File: config.mk
export PLATFORM = sky130hd
export DESIGN_NAME = rtc_3wire_engine
export DESIGN_NICKNAME = d
export VERILOG_FILES = /design/src/rtl/rtc_pkg.sv /design/src/rtl/rtc_phase_timer.sv /design/src/rtl/rtc_3wire_engine.sv
export SDC_FILE = /design/constraint.sdc
export NUM_CORES = 1
export LEC_CHECK = 0
export BUFFER_PORTS_ARGS = -buffer_cell sky130_fd_sc_hd__buf_4
export CORE_MARGIN = 2
export CORE_UTILIZATION = 25
export CTS_BUF_LIST = sky130_fd_sc_hd__clkbuf_8
export DETAILED_ROUTE_END_ITERATION = 10
export PLACE_DENSITY = 0.4
export SYNTH_ARGS = -nofsm -noshare
export SYNTH_HDL_FRONTEND = slang
export SYNTH_SLANG_ARGS = --single-unit
File: constraint.sdc
create_clock -name clk -period 3.6 [get_ports clk]
set_clock_uncertainty 0.1 [all_clocks]
set_input_delay 0.54 -clock clk [delete_from_list [all_inputs] [get_ports clk]]
set_output_delay 0.54 -clock clk [all_outputs]
set_load 0.02 [all_outputs]
File: src/rtl/rtc_pkg.sv
// Shared definitions for the 3-wire RTC byte-transaction engine:
// FSM state encoding, device register map, command byte layout.
package rtc_pkg;

    typedef enum logic [2:0] {
        IDLE    = 3'd0,
        SETUP   = 3'd1,
        SHIFT   = 3'd2,
        HOLD    = 3'd3,
        RECOVER = 3'd4
    } rtc_state_t;

    // Clock/calendar register addresses
    localparam logic [4:0] SEC  = 5'd0;
    localparam logic [4:0] MIN  = 5'd1;
    localparam logic [4:0] HR   = 5'd2;
    localparam logic [4:0] DATE = 5'd3;
    localparam logic [4:0] MON  = 5'd4;
    localparam logic [4:0] DAY  = 5'd5;
    localparam logic [4:0] YEAR = 5'd6;
    localparam logic [4:0] WP   = 5'd7;

    // Command byte bit positions
    localparam int CMD_RW_BIT    = 0;   // 1 = read, 0 = write
    localparam int CMD_ADDR_LSB  = 1;   // 5-bit address field
    localparam int CMD_RAM_BIT   = 6;   // 1 = RAM space
    localparam int CMD_FIXED_BIT = 7;   // always 1

    // Bus framing
    localparam int BIT_TIMES = 16;

    // Assemble the command byte sent in bit-times 0..7
    function automatic logic [7:0] build_cmd(input logic       ram,
                                             input logic [4:0] addr,
                                             input logic       write);
        logic [7:0] cmd;
        cmd                          = '0;
        cmd[CMD_FIXED_BIT]           = 1'b1;
        cmd[CMD_RAM_BIT]             = ram;
        cmd[CMD_ADDR_LSB +: 5]       = addr;
        cmd[CMD_RW_BIT]              = ~write;
        return cmd;
    endfunction

endpackage

File: src/rtl/rtc_phase_timer.sv
// SCK phase timer: counts CLK_DIV clk cycles per phase and flags the
// last cycle of each phase. A clear restarts the count on state entry.
module rtc_phase_timer #(
    parameter int CLK_DIV = 2
) (
    input  logic clk,
    input  logic rst_n,
    input  logic clr,
    output logic phase_end
);

    localparam int                CNT_W = $clog2(CLK_DIV + 1);
    localparam logic [CNT_W-1:0]  LAST  = CNT_W'(CLK_DIV - 1);

    logic [CNT_W-1:0] cnt;

    // Phase counter: wraps at each phase end, restarts on clear
    always_ff @(posedge clk or negedge rst_n) begin
        if (!rst_n) begin
            cnt <= '0;
        end else if (clr || phase_end) begin
            cnt <= '0;
        end else begin
            cnt <= cnt + 1'b1;
        end
    end

    assign phase_end = (cnt == LAST);

endmodule

File: src/rtl/rtc_3wire_engine.sv
// DS1302-style 3-wire bus engine. Accepts one command per handshake,
// drives the CE/SCK/IO waveform LSB first (8 command bits then 8 data
// bits) and returns the read byte with a one-cycle response strobe.
// All outputs are registered from the next-state values so they line up
// with the state they describe.
module rtc_3wire_engine
    import rtc_pkg::*;
#(
    parameter int CLK_DIV = 2,
    parameter int GAP     = 4
) (
    input  logic       clk,
    input  logic       rst_n,
    input  logic       req_valid,
    output logic       req_ready,
    input  logic       req_write,
    input  logic       req_ram,
    input  logic [4:0] req_addr,
    input  logic [7:0] req_wdata,
    output logic       rsp_valid,
    output logic [7:0] rsp_rdata,
    output logic       busy,
    output logic       CE,
    output logic       SCK,
    output logic       io_out,
    output logic       io_oe,
    input  logic       io_in
);

    localparam int               GAP_W    = $clog2(GAP + 1);
    localparam logic [GAP_W-1:0] GAP_LAST = GAP_W'(GAP - 1);

    rtc_state_t       state, state_nxt;
    logic             ph, ph_nxt;             // 0 = SCK low phase, 1 = high phase
    logic [3:0]       bit_cnt, bit_nxt;       // bit-time 0..15
    logic             is_wr, is_wr_nxt;
    logic [15:0]      tx_reg, tx_nxt;         // {write data, command}
    logic [7:0]       shift_reg;
    logic [GAP_W-1:0] gap_cnt;
    logic             gap_done;
    logic             phase_end;
    logic             phase_clr;
    logic             accept;

    logic ce_d, sck_d, io_out_d, io_oe_d, rsp_valid_d, busy_d, ready_d;
    logic rd_done;

    assign accept    = req_valid && req_ready;
    assign gap_done  = (gap_cnt == GAP_LAST);
    assign phase_clr = (state_nxt != state) || (state == IDLE);
    assign rd_done   = (state == HOLD) && (state_nxt == RECOVER) && !is_wr;

    rtc_phase_timer #(
        .CLK_DIV (CLK_DIV)
    ) u_phase_timer (
        .clk       (clk),
        .rst_n     (rst_n),
        .clr       (phase_clr),
        .phase_end (phase_end)
    );

    // State register and sequencing counters
    always_ff @(posedge clk or negedge rst_n) begin
        if (!rst_n) begin
            state   <= IDLE;
            ph      <= 1'b0;
            bit_cnt <= '0;
            is_wr   <= 1'b0;
            gap_cnt <= '0;
        end else begin
            state   <= state_nxt;
            ph      <= ph_nxt;
            bit_cnt <= bit_nxt;
            is_wr   <= is_wr_nxt;
            gap_cnt <= (state == RECOVER && !gap_done) ? gap_cnt + 1'b1 : '0;
        end
    end

    // Next-state logic: FSM transitions, phase/bit stepping, command capture
    always_comb begin
        state_nxt = state;
        ph_nxt    = 1'b0;
        bit_nxt   = '0;
        is_wr_nxt = accept ? req_write : is_wr;
        tx_nxt    = accept ? {(req_write ? req_wdata : 8'h00),
                              build_cmd(req_ram, req_addr, req_write)}
                           : tx_reg;
        case (state)
            IDLE:    if (accept)    state_nxt = SETUP;
            SETUP:   if (phase_end) state_nxt = SHIFT;
            SHIFT: begin
                ph_nxt  = phase_end ? ~ph : ph;
                bit_nxt = (phase_end && ph) ? bit_cnt + 4'd1 : bit_cnt;
                if (phase_end && ph && bit_cnt == 4'(BIT_TIMES - 1)) begin
                    state_nxt = HOLD;
                    ph_nxt    = 1'b0;
                    bit_nxt   = '0;
                end
            end
            HOLD:    if (phase_end) state_nxt = RECOVER;
            RECOVER: if (gap_done)  state_nxt = IDLE;
            default:                state_nxt = IDLE;
        endcase
    end

    // Output decode from the upcoming state; bit index only moves at a low-phase start
    always_comb begin
        ce_d     = 1'b0;
        sck_d    = 1'b0;
        io_out_d = 1'b0;
        io_oe_d  = 1'b0;
        case (state_nxt)
            SETUP: begin
                ce_d     = 1'b1;
                io_out_d = tx_nxt[0];
                io_oe_d  = 1'b1;
            end
            SHIFT: begin
                ce_d     = 1'b1;
                sck_d    = ph_nxt;
                io_out_d = tx_nxt[bit_nxt];
                // reads release the line once the data byte starts
                io_oe_d  = is_wr_nxt || !bit_nxt[3];
            end
            HOLD:    ce_d = 1'b1;
            default: ce_d = 1'b0;
        endcase
        rsp_valid_d = (state == HOLD) && (state_nxt == RECOVER);
        busy_d      = (state_nxt != IDLE);
        ready_d     = (state_nxt == IDLE);
    end

    // Registered outputs
    always_ff @(posedge clk or negedge rst_n) begin
        if (!rst_n) begin
            CE        <= 1'b0;
            SCK       <= 1'b0;
            io_out    <= 1'b0;
            io_oe     <= 1'b0;
            rsp_valid <= 1'b0;
            rsp_rdata <= 8'h00;
            busy      <= 1'b0;
            req_ready <= 1'b1;
        end else begin
            CE        <= ce_d;
            SCK       <= sck_d;
            io_out    <= io_out_d;
            io_oe     <= io_oe_d;
            rsp_valid <= rsp_valid_d;
            busy      <= busy_d;
            req_ready <= ready_d;
            if (rd_done) begin
                rsp_rdata <= shift_reg;
            end
        end
    end

    // Transmit frame holds the captured command and write data
    always_ff @(posedge clk) begin
        tx_reg <= tx_nxt;
    end

    // Read sampling on the last cycle of each data-bit low phase
    always_ff @(posedge clk) begin
        if (state == SHIFT && !ph && phase_end && bit_cnt[3]) begin
            shift_reg[bit_cnt[2:0]] <= io_in;
        end
    end

endmodule

==> results.json, run 1 <==
{
  "grt_usage_pct": 10.4,
  "synth_enable_flop_cells": 8,
  "syn_area_um2": 2350,
  "met1_length_um": 2340,
  "grt_pass1_wl_um": 8060,
  "die_w_um": 101,
  "max-clock-path-buffers": 2,
  "placed_cells": 339,
  "sequentialPowerShare_pct": 43.2,
  "ys_types": 51,
  "cp-end-kind": "register",
  "setup_viol": 0,
  "hold_class": "input port to async pin",
  "cp.arrival_ps": 2750,
  "start_kind": "register",
  "leakage_nw": 1.22,
  "switching_share_pct": 32.6,
  "syn_avg_cell_area_um2": 11.5,
  "slew_headroom_pct": 50.3,
  "grt_antenna_before_repair": 0,
  "routed.top_layer": "met4",
  "drc": 0,
  "grt_pass1_vias": 1590,
  "via_per_inst": 4.44,
  "fin_crit_sh_pct": 73.8,
  "final.setup.worst_slack_ps": 945,
  "p_per_area_nw_per_um2": 752,
  "coreArea_um2": 9200,
  "dieArea_um2": 10200,
  "finalHoldViolations": 0,
  "postPlaceCellArea_um2": 2670,
  "wl_met3_um": 202,
  "cts_tree": "built",
  "synth-async-reset-ratio_pct": 54.7,
  "pwr-share-comb_pct": 34.4,
  "fin_crit_ps": 2660,
  "grt_overflow": 0,
  "synth_area_leader_cell": "dfrtp_1",
  "synth_top_area_share_pct": 29.8,
  "outcome": "completed",
  "totalPowerFinal_mw": 2.11,
  "cts.sinks": 53,
  "vias": 1541,
  "io-pin-count": 34,
  "p_switching_mw": 0.687,
  "synth_warnings": 0,
  "rows": 35,
  "syn_to_final_growth_pct": 19.1,
  "dieHeight_um": 101,
  "final_antenna_net_count": 0,
  "clk_latency_ps": 310,
  "ys_seq_elements": 53,
  "diodes": 0,
  "fin_hold_ws_ps": 46.0,
  "postLayoutCellArea_um2": 2800,
  "netlist_instances": 205,
  "start_util_pct": 25.6,
  "critical_path_required_ps": 3700,
  "cts_max_level": 2,
  "wl_um": 4790,
  "dr.first_iter.drc_count": 73,
  "ctsHoldBuffers": 0,
  "grt_max_degree": 30,
  "place_ws_ps": 961,
  "slew_violations": 0,
  "grt_setup_unrepaired": "false",
  "synth_ff_type": "dfrtp_1",
  "utilization_pct": 30.5,
  "cts_buffers": 5,
  "cts_resized": 0,
  "clk_pin_slew_ps": 90,
  "drv_cap": 0,
  "path_max_fanout": 10,
  "critical_path_class": "register to register",
  "p_int_mw": 1.42,
  "root_buffer": "clkbuf_8",
  "ys_seq_area_share_pct": 54.7,
  "worst-slew-pin-transition_ps": 743,
  "max_freq_ghz": 0.377,
  "gp_congestion": 0.792,
  "avgRoutedWirePerCell_um": 13.8,
  "setup_tns_ps": 0,
  "dr.pass1.iters": 4,
  "final_layout_size_suffix_gt1_share_pct": 30.5,
  "layoutNonFillerInstCount": 347,
  "cts_setup_buffers": 0,
  "ir_drop_v": 0.000261,
  "clkPwrFrac_pct": 22.5,
  "final_nets": 259,
  "detailed_place_hpwl_um": 3470,
  "port_buffers": 33,
  "largest_register_ffs": 16,
  "wl_met2_um": 2160,
  "synth_nets": 229,
  "synth_area_leaders": "dfrtp_1 (30%), dfxtp_1 (14%), edfxtp_1 (10%), mux2_2 (6.7%), nor2_1 (3.3%)"
}
[layer usage]
layer,vias up,GRT usage [%]
met5,-,0
met1,729,13.9
met4,0,3.74
li1,778,-
met3,6,2.84
met2,28,16.2
[power by group through the flow]
stage               logic (mW)  clock network, mW  registers, mW
floorplan                0.457                  0          0.969
global placement         0.733                  0          0.923
detailed placement       0.735                  0          0.928
CTS                      0.737              0.490          0.915
global route             0.812              0.520          0.935
finish                   0.724              0.473          0.911
[final timing paths]
path                            cells past startpoint                        endpoint  slack (ps)                      startpoint
worst max-delay path                                8                io_out$_DFF_PN0_         940  u_phase_timer.cnt[1]$_DFF_PN0_
worst min-delay path                                1        rsp_rdata[2]$_DFFE_PN0P_          50                           rst_n
worst max register to register                      8                io_out$_DFF_PN0_         940  u_phase_timer.cnt[1]$_DFF_PN0_
worst min register to register                      1  u_phase_timer.cnt[0]$_DFF_PN0_         340  u_phase_timer.cnt[0]$_DFF_PN0_
max in group asynchronous                           1             req_ready$_DFF_PN1_        3030                           rst_n
min in group clk                                    1  u_phase_timer.cnt[0]$_DFF_PN0_         340  u_phase_timer.cnt[0]$_DFF_PN0_
[final cells by class]
type,count,area [um2]
Fill cell,953,6390
Clock buffer,5,68.8
Sequential cell,53,1290
Multi-Input combinational cell,134,966
Tap cell,111,139
Clock inverter,3,65.1
Inverter,8,30.0
Timing Repair Buffer,33,248
[logic make-up after synthesis]
family / share of synthesized area [%]
and+or+nand+nor: 17.3
DFF: 54.7
AOI/OAI and AO/OA: 9.09
muxes: 9.78
buffers and inverters: 4.25
xor gates and xnor gates: 2.18
adders and majority gates: 2.66
[cells in the mapped netlist, types with 2 or more instances]
cell,count
dfrtp_1,28
nor2_1,21
nand2_1,19
dfxtp_1,16
mux2_2,14
edfxtp_1,8
inv_1,8
nand4_1,7
o21ai_0,7
a21oi_1,5
ha_1,5
mux2i_1,5
nand2b_1,5
buf_4,4
nor3_1,4
a21bo_2,3
xor2_1,3
and2_1,2
buf_2,2
buf_6,2
clkbuf_1,2
nand3_1,2
nor3b_1,2
o31ai_1,2
or2_2,2
or3_1,2
[worst max-delay path, cell delays in order (launching register included)]
cell and delay, ps:
dfrtp_1 380, inv_1 50, ha_1 220, ha_1 440, xor2_2 300, mux2_2 380
a2111o_1 420, a21boi_2 170, o31ai_2 80
[cell usage in the layout, fill, tap and decap left out, types with 2 or more instances in the layout]
cell / count
bufinv_16: 2
xor2_1: 3
nor2_1: 21
a21bo_2: 3
o31ai_1: 2
mux2i_1: 5
dfxtp_1: 16
clkbuf_8: 5
nand3_1: 2
nand2b_1: 5
or3_1: 2
nor3b_1: 2
or2_2: 2
a21oi_1: 5
o21ai_0: 7
nand2_1: 19
edfxtp_1: 8
inv_1: 8
nor3_1: 4
buf_4: 33
mux2_2: 14
ha_1: 5
and2_1: 2
nand4_1: 7
dfrtp_1: 28
Power figures use the tool's default switching activity.
==> run 2, diff against run 1 <==
- PLACE_DENSITY: 0.4 -> 0.42
- clock period: 3.6 -> 2.27 ns (I/O delays scaled with it)
==> run 2 against run 1 <==
- sequential power up 54%
- total power up 62%
- sequential share of layout area down 3.0 points
- wire length up 4.6%
- non-clock buffer count up 25
- largest power group unchanged
- combinational power up 92%
- clock power up 34%
- largest cell class unchanged
- sequential cell count unchanged
- worst setup slack worse by 850 ps
- hold slack better by 120 ps
==> results.json, run 2 (synthesis results as in run 1) <==
{
  "outcome": "completed",
  "routed.top_layer": "met4",
  "cp-end-kind": "register",
  "start_util_pct": 25.6,
  "root_buffer": "clkbuf_8",
  "dr.first_iter.drc_count": 54,
  "path_max_fanout": 7,
  "syn_to_final_growth_pct": 27.6,
  "die_w_um": 101,
  "place_ws_ps": -102,
  "clk_latency_ps": 310,
  "slew_violations": 0,
  "cp-startpoint": "u_phase_timer.cnt[0]$_DFF_PN0_",
  "p_per_area_nw_per_um2": 1140,
  "critical_path_required_ps": 2390,
  "postPlaceCellArea_um2": 2860,
  "layoutNonFillerInstCount": 372,
  "hold_class": "input port to register",
  "diodes": 0,
  "max-clock-path-buffers": 2,
  "wl_um": 5010,
  "coreArea_um2": 9200,
  "clk_pin_slew_ps": 90,
  "cts_max_level": 2,
  "cts.sinks": 53,
  "met1_length_um": 2390,
  "postLayoutCellArea_um2": 3000,
  "grt_setup_unrepaired": "false",
  "final_common_cell": "buf_4",
  "finalHoldViolations": 0,
  "start_kind": "register",
  "wl_met3_um": 154,
  "reg2reg_from": "u_phase_timer.cnt[0]$_DFF_PN0_",
  "drc": 0,
  "cpPeakStageDelay_ps": 420,
  "cp.arrival_ps": 2300,
  "io-pin-count": 34,
  "detailed_place_hpwl_um": 3730,
  "cp_cell_sequence": "ha_4 -> ha_4 -> or3_1 -> o21ai_1 -> a21boi_0 -> a2111o_1 -> a21boi_2 -> o31ai_2",
  "crit_path_frequent_cell": "ha_4",
  "placed_cells": 363,
  "largest_register_ffs": 16,
  "dieHeight_um": 101,
  "worst-slew-pin-transition_ps": 401,
  "slowest_stage": "dfrtp_1",
  "cts_buffers": 5,
  "totalPowerFinal_mw": 3.42,
  "final_antenna_net_count": 0,
  "final.setup.worst_slack_ps": 92.6,
  "via_per_inst": 4.33,
  "wl_met2_um": 2410,
  "final_layout_size_suffix_gt1_share_pct": 36.8,
  "grt_usage_pct": 10.9,
  "rows": 35,
  "fin_crit_sh_pct": 95.9,
  "avgRoutedWirePerCell_um": 13.5,
  "port_buffers": 33,
  "layout_common_cells": "buf_4 (57), dfrtp_1 (28), nor2_1 (21)",
  "drv_cap": 0,
  "fin_crit_ps": 2180,
  "setup_viol": 0,
  "critical-path-top-delay-family": "compound AO/OA/AOI/OAI gates",
  "grt_max_degree": 30,
  "critical_path_class": "register to register",
  "slew_headroom_pct": 73.2,
  "cts_tree": "built",
  "leakage_nw": 1.33,
  "vias": 1611,
  "grt_antenna_before_repair": 0,
  "grt_pass1_vias": 1696,
  "ir_drop_v": 0.000388,
  "path_buf_inv": 0,
  "cts_setup_buffers": 0,
  "dieArea_um2": 10200,
  "gp_congestion": 0.781,
  "hp-start": "req_addr[1]",
  "max_freq_ghz": 0.459,
  "grt_pass1_wl_um": 8560,
  "grt_overflow": 0,
  "dr.pass1.iters": 4,
  "final_nets": 284
}
-- run 2: cell count changes in the layout (fill, tap and decap cells not counted), sizes merged --
cell | before | now
buf | 33 | 57
bufinv | 2 | 1
dlygate4sd3 | 0 | 1
inv | 8 | 9
-- run 2: power by group --
group / internal [mW] / leakage (nW) / total (mW) / switching (mW)
logic: 0.696 / 0.700 / 1.39 / 0.696
clock network: 0.322 / 0.0570 / 0.633 / 0.312
registers: 1.27 / 0.574 / 1.40 / 0.125
total: 2.29 / 1.33 / 3.42 / 1.13
-- run 2: metrics by stage --
| step | hold WS, ps | TNS [ps] | util, % |
|---|---|---|---|
| floorplan | -55.1 | 0 | - |
| global placement | 193 | -57.8 | 31.1 |
| detailed placement | 200 | -102 | 31.1 |
| CTS | 157 | 0 | 32.5 |
| global route | 149 | 0 | 32.7 |
| finish | 167 | 0 | 32.7 |
-- run 2: path summary, 6_finish.rpt --
check | to | cells after the start | slack, ps
worst min-delay path | tx_reg[2]$_DFF_P_ | 2 | 170
worst max register to register | io_out$_DFF_PN0_ | 8 | 90
max in group asynchronous | req_ready$_DFF_PN1_ | 2 | 1360
min in group asynchronous | rsp_rdata[5]$_DFFE_PN0P_ | 2 | 380
worst min register to register | gap_cnt[0]$_DFF_PN0_ | 1 | 340
worst max-delay path | io_out$_DFF_PN0_ | 8 | 90
-- run 2: per-layer routing --
layer | vias up | track usage [%]
met5 | - | 0
met4 | 0 | 3.74
met3 | 5 | 2.29
met2 | 29 | 18.3
met1 | 755 | 14.0
li1 | 822 | -
-- run 2: layout make-up --
cell class	count	area, um2
fill	961	6190
sequential	53	1290
multi-input combinational	134	1000
timing repair buffer	58	438
tap	111	139
clock buffer	5	68.8
clock inverter	3	37.5
inverter	8	30.0
-- run 2: repair_timing --
| action | in CTS | in global routing |
|---|---|---|
| gates cloned | 0 | 0 |
| hold endpoints to repair | 28 | 0 |
| hold buffers | 1 | 0 |
| resized for setup | 2 | 3 |
| pin swaps | 0 | 1 |
| setup endpoints to repair | 2 | 1 |
==> run 3, diff against run 2 <==
- CORE_ASPECT_RATIO: not set -> 0.8
==> run 3 against run 2 <==
- worst setup slack improved by 17 ps
- die area is essentially flat
- sequential cell count unchanged
- hold slack worse by 9.6 ps
- non-clock buffer count increased by 1
- global-route usage shrank 0.53 points
- clock power shrank 12%
- sequential share of layout area fell by 0.72 points
- largest power group unchanged
- final area up 1.7%
- critical path depth increased by 2
- fmax is 0.79% higher
- wire length rose by 3.9%
==> results.json, run 3 (synthesis results as in run 1) <==
{
  "worst-slew-pin-transition_ps": 424,
  "multi_input_area_um2": 1040,
  "start_kind": "register",
  "cp_cell_sequence": "ha_4 -> ha_4 -> buf_6 -> nor3b_2 -> a21oi_2 -> buf_4 -> o21ai_2 -> nand3_1 -> and4b_1 -> o31ai_2",
  "grt_antenna_before_repair": 0,
  "cts_tree": "built",
  "final_common_cell": "buf_4",
  "cpPeakStageDelay_ps": 420,
  "port_buffers": 33,
  "hold_class": "input port to register",
  "grt_usage_pct": 10.4,
  "critical_path_class": "register to register",
  "coreArea_um2": 9110,
  "final_nets": 285,
  "r2r_slack_ps": 110,
  "cts_buffers": 5,
  "grt_setup_unrepaired": "true",
  "clk_pin_slew_ps": 100,
  "max-clock-path-buffers": 2,
  "critical-path-top-delay-family": "simple AND/OR/NAND/NOR gates",
  "setup_tns_ps": 0,
  "drv_cap": 0,
  "slew_violations": 0,
  "dr.first_iter.drc_count": 40,
  "fin_crit_ps": 2160,
  "clk_latency_ps": 310,
  "p_per_area_nw_per_um2": 1110,
  "outcome": "completed",
  "leakage_nw": 1.33,
  "diodes": 0,
  "via_per_inst": 4.44,
  "avgRoutedWirePerCell_um": 13.8,
  "setup_viol": 0,
  "fillers": 918,
  "utilization_pct": 33.5,
  "critical_path_required_ps": 2400,
  "cts_max_level": 2,
  "die_w_um": 112,
  "grt_max_degree": 30,
  "final_antenna_net_count": 0,
  "root_buffer": "clkbuf_8",
  "ir_drop_v": 0.000454,
  "dr.pass1.iters": 6,
  "dieArea_um2": 10200,
  "grt_pass1_vias": 1631,
  "detailed_place_hpwl_um": 3730,
  "cts.sinks": 53,
  "totalPowerFinal_mw": 3.40,
  "drc": 0,
  "gp_congestion": 0.740,
  "max_freq_ghz": 0.463,
  "dieHeight_um": 90.8,
  "slowest_stage": "dfrtp_1",
  "grt_pass1_wl_um": 8300,
  "fin_hold_ws_ps": 157,
  "place_ws_ps": -85.2,
  "grt_overflow": 0,
  "slew_headroom_pct": 71.6,
  "final_layout_size_suffix_gt1_share_pct": 41.2,
  "final.setup.worst_slack_ps": 110,
  "cp-end-kind": "register",
  "start_util_pct": 25.8,
  "io-pin-count": 34,
  "largest_register_ffs": 16,
  "wl_um": 5210,
  "rows": 31,
  "path_max_fanout": 6,
  "cp.arrival_ps": 2290,
  "fin_crit_sh_pct": 95.2,
  "crit_path_frequent_cell": "ha_4",
  "finalHoldViolations": 0,
  "seqCellArea_um2": 1290,
  "layout_common_cells": "buf_4 (55), dfrtp_1 (28), nor2_1 (21)",
  "syn_to_final_growth_pct": 29.8,
  "vias": 1673,
  "path_buf_inv": 2
}
run 3: final timing paths:
kind / startpoint / depth (start not counted) / endpoint
setup / recovery: u_phase_timer.cnt[0]$_DFF_PN0_ / 10 / io_out$_DFF_PN0_
max in group asynchronous: rst_n / 2 / req_ready$_DFF_PN1_
hold / removal: req_addr[4] / 3 / tx_reg[5]$_DFF_P_
hold reg to reg: gap_cnt[0]$_DFF_PN0_ / 1 / gap_cnt[0]$_DFF_PN0_
setup reg to reg: u_phase_timer.cnt[0]$_DFF_PN0_ / 10 / io_out$_DFF_PN0_
min in group asynchronous: rst_n / 2 / rsp_rdata[5]$_DFFE_PN0P_
run 3: final cells by class:
cell class	count	share of cell area, %
Clock inverter	3	0.737
Timing Repair Buffer	59	15.0
Sequential cell	53	42.2
Inverter	8	0.983
Multi-Input combinational cell	134	34.2
Clock buffer	5	2.25
Tap cell	115	4.71
run 3: worst reg2reg max path, stage by stage (launching register included):
cell     delay, ps
dfrtp_1        420
ha_4           180
ha_4           190
buf_6          140
nor3b_2        180
a21oi_2         70
buf_4          140
o21ai_2        130
nand3_1         90
and4b_1        210
o31ai_2        220
run 3: repair_timing:
action / CTS / global route
gates resized for setup: 6 / 16
cloned: 0 / 0
hold endpoints to repair: 28 / 0
pin swaps: 2 / 7
endpoints found under the setup margin: 1 / 4
buffers inserted: 1 / 8
hold buffers: 1 / 0
run 3: metal layers:
| layer | global-route usage (%) | part of all wire [%] |
|---|---|---|
| met5 | 0 | 0 |
| met4 | 3.05 | 1.0 |
| met3 | 2.48 | 3.0 |
| met2 | 15.7 | 43 |
| met1 | 14.7 | 53 |
run 3: through the flow:
stage / cells / cell area [um2]
5_1_grt: 377 / 3050
2_1_floorplan: 205 / 2370
6_report: 377 / 3050
4_1_cts: 370 / 2950
3_5_place_dp: 360 / 2830
3_3_place_gp: 360 / 2830
run 3: power by group:
group | internal (mW) | switching [mW] | leakage [nW]
Clock | 0.217 | 0.339 | 0.0364
Sequential | 1.27 | 0.153 | 0.574
Combinational | 0.720 | 0.704 | 0.718
